<file path="config.mk">
export PLATFORM = sky130hd
export DESIGN_NAME = ram_initiator
export DESIGN_NICKNAME = d
export VERILOG_FILES = /design/src/rtl/ram_initiator.sv
export SDC_FILE = /design/constraint.sdc
export NUM_CORES = 1
export LEC_CHECK = 0
export ABC_AREA = 1
export CORE_MARGIN = 1
export CORE_UTILIZATION = 46
export CTS_CLUSTER_SIZE = 20
export DETAILED_ROUTE_END_ITERATION = 7
export GPL_TIMING_DRIVEN = 0
export PLACE_DENSITY = 0.84
export SLEW_MARGIN = 20
export SYNTH_ARGS = -nofsm -noshare
export SYNTH_HDL_FRONTEND = slang
export SYNTH_SLANG_ARGS = --single-unit
</file>
<file path="constraint.sdc">
create_clock -name clk -period 1.85 [get_ports clk]
set_clock_uncertainty 0.1 [all_clocks]
set_input_delay 0.185 -clock clk [delete_from_list [all_inputs] [get_ports clk]]
set_output_delay 0.185 -clock clk [all_outputs]
set_load 0.01 [all_outputs]
</file>
<file path="src/rtl/ram_initiator.sv">
// Burst initiator that turns write/read burst requests into single-port RAM accesses.
// Optional request bounds checking is enabled by defining RAM_INITIATOR_BOUNDS_EN.
module ram_initiator #(
  parameter int unsigned MEM_DEPTH = 16,
  parameter int unsigned MEM_WIDTH = 8,
  parameter int unsigned SYNC_READ = 1
) (
  input  logic                 clk,
  input  logic                 rst,
  input  logic                 req_valid,
  output logic                 req_ready,
  input  logic                 req_write,
  input  logic [MEM_DEPTH-1:0] req_addr,
  input  logic [7:0]           req_len,
  input  logic                 wr_valid,
  output logic                 wr_ready,
  input  logic [MEM_WIDTH-1:0] wr_data,
  output logic                 rd_valid,
  output logic [MEM_WIDTH-1:0] rd_data,
  output logic                 done,
  output logic                 err,
  output logic                 csn,
  output logic                 wen,
  output logic [MEM_DEPTH-1:0] addr,
  output logic [MEM_WIDTH-1:0] wdata,
  input  logic [MEM_WIDTH-1:0] rdata,
  output logic                 mode,
  output logic                 synch
);

  typedef enum logic [1:0] {StIdle, StWrite, StRead, StDrain} state_e;

  state_e               state_q, state_d;
  logic [MEM_DEPTH-1:0] addr_q, addr_d;
  logic [7:0]           cnt_q, cnt_d;
  logic                 done_q, done_d;
  logic                 err_q, err_d;
  logic                 rd_valid_q;
  logic [MEM_WIDTH-1:0] rd_data_q;
  logic                 beat_q;
  logic                 capture;
  logic                 reject;

`ifdef RAM_INITIATOR_BOUNDS_EN
  localparam int unsigned SumW = ((MEM_DEPTH > 8) ? MEM_DEPTH : 8) + 1;
  logic [SumW-1:0] end_addr;
  assign end_addr = SumW'(req_addr) + SumW'(req_len);
  // Any carry above the address width means the burst would run past the top.
  assign reject   = (end_addr[SumW-1:MEM_DEPTH] != '0);
`else
  assign reject = 1'b0;
`endif

  always_comb begin
    state_d   = state_q;
    addr_d    = addr_q;
    cnt_d     = cnt_q;
    done_d    = 1'b0;
    err_d     = 1'b0;
    req_ready = 1'b0;
    wr_ready  = 1'b0;
    csn       = 1'b1;
    wen       = 1'b1;
    wdata     = '0;
    case (state_q)
      StIdle: begin
        req_ready = 1'b1;
        if (req_valid) begin
          if (reject) begin
            err_d = 1'b1;
          end else begin
            addr_d  = req_addr;
            cnt_d   = req_len;
            state_d = req_write ? StWrite : StRead;
          end
        end
      end
      StWrite: begin
        wr_ready = 1'b1;
        if (wr_valid) begin
          csn   = 1'b0;
          wen   = 1'b0;
          wdata = wr_data;
          if (cnt_q == 8'd0) begin
            state_d = StIdle;
            done_d  = 1'b1;
          end else begin
            addr_d = addr_q + 1'b1;
            cnt_d  = cnt_q - 8'd1;
          end
        end
      end
      StRead: begin
        csn = 1'b0;
        if (cnt_q == 8'd0) begin
          // Address is held on the last beat so DRAIN re-presents it.
          if (SYNC_READ != 0) begin
            state_d = StDrain;
          end else begin
            state_d = StIdle;
            done_d  = 1'b1;
          end
        end else begin
          addr_d = addr_q + 1'b1;
          cnt_d  = cnt_q - 8'd1;
        end
      end
      StDrain: begin
        csn     = 1'b0;
        state_d = StIdle;
        done_d  = 1'b1;
      end
      default: state_d = StIdle;
    endcase
  end

  // Synchronous RAM returns data one cycle after the beat, so capture is delayed.
  assign capture = (SYNC_READ != 0) ? beat_q : (state_q == StRead);

  always_ff @(posedge clk or posedge rst) begin
    if (rst) begin
      state_q    <= StIdle;
      addr_q     <= '0;
      cnt_q      <= '0;
      done_q     <= 1'b0;
      err_q      <= 1'b0;
      rd_valid_q <= 1'b0;
      rd_data_q  <= '0;
      beat_q     <= 1'b0;
    end else begin
      state_q    <= state_d;
      addr_q     <= addr_d;
      cnt_q      <= cnt_d;
      done_q     <= done_d;
      err_q      <= err_d;
      rd_valid_q <= capture;
      beat_q     <= (state_q == StRead);
      if (capture) begin
        rd_data_q <= rdata;
      end
    end
  end

  assign addr     = addr_q;
  assign done     = done_q;
  assign err      = err_q;
  assign rd_valid = rd_valid_q;
  assign rd_data  = rd_data_q;
  assign mode     = 1'b0;
  assign synch    = (SYNC_READ != 0);

endmodule

</file>
==> run summary <==
Setup WS pre-CTS: -0.209 ns
DRT iter0 DRCs: 268
Vias in the first global route: 2608
Final Non-Filler Cells: 536
Max Cap Violations: 0
Final Hold Viols: 0
CTS tree: done
Failing checks: setup timing
Setup crit start kind: register
Initial Util: 48.6%
Die Wd: 75.9 um
Clk slew on worst S/H paths: 0.07 ns
HP Class: input pin to async pin
Worst setup margin: -0.0415 ns
FILL cells: 400
1st-pass router iterations: 8
Tot GR Track Use: 26.5%
First-pass GRT wire length: 12.1 mm
Total gr overflow: 0
Clk_lat worst skew: 0.30 ns
Boundary pin count: 86
Synth Flop Type: dfrtp_1
Syn-to-layout area delta: 48.7%
CP bufs+invs: 3
Period minus WS final: 1.89 ns
Die height: 75.9 um
Ant diodes: 0
DRT Wirelength: 7.42 mm
FF+latch count, synth: 37
Post-synth EDFFs: 0
Post-DR vias/cell: 5.12
Fraction of layout cells with a size suffix above 1: 18.9%
Port buffer count: 82
Placed insts: 513
Core Rows: 26
Core box area: 5170 sq um
Max Freq: 529 MHz
Crit Path Max Fanout: 9
CP cell instances: inv_2, buf_12, ha_4, nand2_4, nor2_1, dlygate4sd2_1
R2R depth: 11
Sequential fraction of the synthesis area: 36.8%
Tcrit/Tclk final: 102%
Clk buf depth: 2
Max-slew violations: 0
Die area: 5760 sq um
Critical Path AT: 1.61 ns
DR DRC count: 0
RSZ-0062 raised after global routing: yes
Synth Instances: 359
Crit path max-delay family: buffers and inverters
Status: finished with violations
Leakage: 0.00185 uW
Synth Cell Area: 2510 sq um
Crit end category: output port
Commonest non-fill, non-tap cell in the layout: nand2_1
Routed Antenna Nets: 0
Cell variety after synth: 32
Via count: 2744
Synth async-reset ratio: 100%
Initial antenna violation count: 0
Largest net degree at the start of global routing: 26
Pwr Density: 1900 nW/um^2
Worst IR Drop VDD: 1.08 mV
Detail Placement HPWL: 5.00 mm
Post-layout util: 72.3%
Ys Warns: 0
Clk root buf: clkbuf_8
GPL Wtd Cong: 0.903
CP max stage cell: dfrtp_1
Drt wl/cell: 13.8 um
Number of clock sinks: 37
Syn Area/Cell: 7.00 sq um
Crit-path max cell delay: 0.39 ns
CP Class: register to output port
RR Startpoint: state_q[1]$_DFFE_PP0P_
Required time worst endpoint: 1.56 ns
R2r setup slk: 0.08 ns
CTS H-tree lvls: 2
# setup viols final: 1
Most frequent cells in the layout: nand2_1, clkdlybuf4s50_1, nor2_1, dfrtp_1, inv_1
CTS Buf Count: 5
Worst reg2reg path endpoint: addr[3]$_DFFE_PP0P_
Post-layout net count: 518
[flip-flops by register name (all words and copies together) (netlist names)]
register,flops
addr,16
rd_data,8
beat_q,1
cnt_q,8
state_q,2
done,1
rd_valid,1
[per-stage QoR]
stage	TNS, ns	power, uW	hold WS, ns	cell area [sq um]
4_1_cts	-0.00703	7000	0.0765	3740
6_report	-0.0415	7090	0.0681	3740
2_1_floorplan	0	4270	0.237	2520
3_3_place_gp	-4.98	5560	0.258	3430
5_1_grt	-0.0632	7620	0.0906	3740
3_5_place_dp	-2.35	5720	0.259	3450
[kinds of logic after synthesis]
family / count (synthesis) / synth area share (%)
adders and majority gates: 8 / 3.98
buffers and inverters: 56 / 10.2
muxes: 8 / 3.58
and+or+nand+nor: 219 / 37.1
AOI/OAI and AO/OA: 29 / 7.96
other: 2 / 0.299
DFF: 37 / 36.8
[routing by layer]
metal | part of all wire, % | global-route usage (%) | wire, um
met1 | 40 | 30.7 | 2940
met2 | 48 | 46.5 | 3590
met3 | 8.5 | 5.54 | 633
met4 | 3.5 | 12.5 | 258
met5 | 0 | 0 | 0
[final cells by class]
type	count	area [sq um]	area share, %
Sequential cell	37	927	24.8
Timing Repair Buffer	100	1010	27.1
Clock inverter	3	17.5	0.469
Buffer	11	83.8	2.24
Multi-Input combinational cell	267	1370	36.6
Tap cell	70	87.6	2.34
Inverter	43	174	4.65
Clock buffer	5	68.8	1.84
[worst max-delay path by stage]
| stage | startpoint | end | depth (start not counted) |
|---|---|---|---|
| finish | state_q[1]$_DFFE_PP0P_ | wdata[7] | 6 |
| CTS | state_q[1]$_DFFE_PP0P_ | wdata[6] | 6 |
| global placement | rst | addr[15]$_DFFE_PP0P_ | 2 |
| global route | state_q[1]$_DFFE_PP0P_ | wdata[7] | 6 |
| floorplan | state_q[0]$_DFFE_PP0P_ | cnt_q[0]$_DFFE_PP0P_ | 10 |
| detailed placement | state_q[1]$_DFFE_PP0P_ | wdata[6] | 5 |
[synthesized netlist by cell type (2+ instances only)]
| library cell | n | area, sq um |
|---|---|---|
| buf_2 | 2 | 10.0 |
| buf_4 | 5 | 37.5 |
| buf_6 | 3 | 33.8 |
| clkbuf_1 | 3 | 11.3 |
| conb_1 | 2 | 7.51 |
| dfrtp_1 | 37 | 926 |
| ha_1 | 8 | 100 |
| inv_1 | 40 | 150 |
| inv_2 | 2 | 7.51 |
| mux2_2 | 8 | 90.1 |
| nand2_1 | 117 | 439 |
| nand2_2 | 11 | 68.8 |
| nand3_1 | 27 | 135 |
| nand4_1 | 5 | 31.3 |
| nor2_1 | 50 | 188 |
| nor2_2 | 2 | 12.5 |
| o21ai_0 | 12 | 60.1 |
| o21ai_1 | 2 | 10.0 |
| o21ai_2 | 9 | 78.8 |
| or2_2 | 2 | 12.5 |
[where the power goes]
| group | internal, uW | switching [uW] | total [uW] |
|---|---|---|---|
| clock | 260 | 315 | 575 |
| combinational | 2300 | 2550 | 4850 |
| sequential | 1230 | 433 | 1660 |
| total | 3790 | 3300 | 7090 |
[timing repair]
item                                    in CTS  in global routing
endpoints found under the setup margin      34                 34
pin swaps                                    2                  3
buffers inserted                            15                  1
hold buffers                                 0                  0
gates cloned                                 1                  0
gates resized for setup                     29                 18
Power figures use the tool's default switching activity.
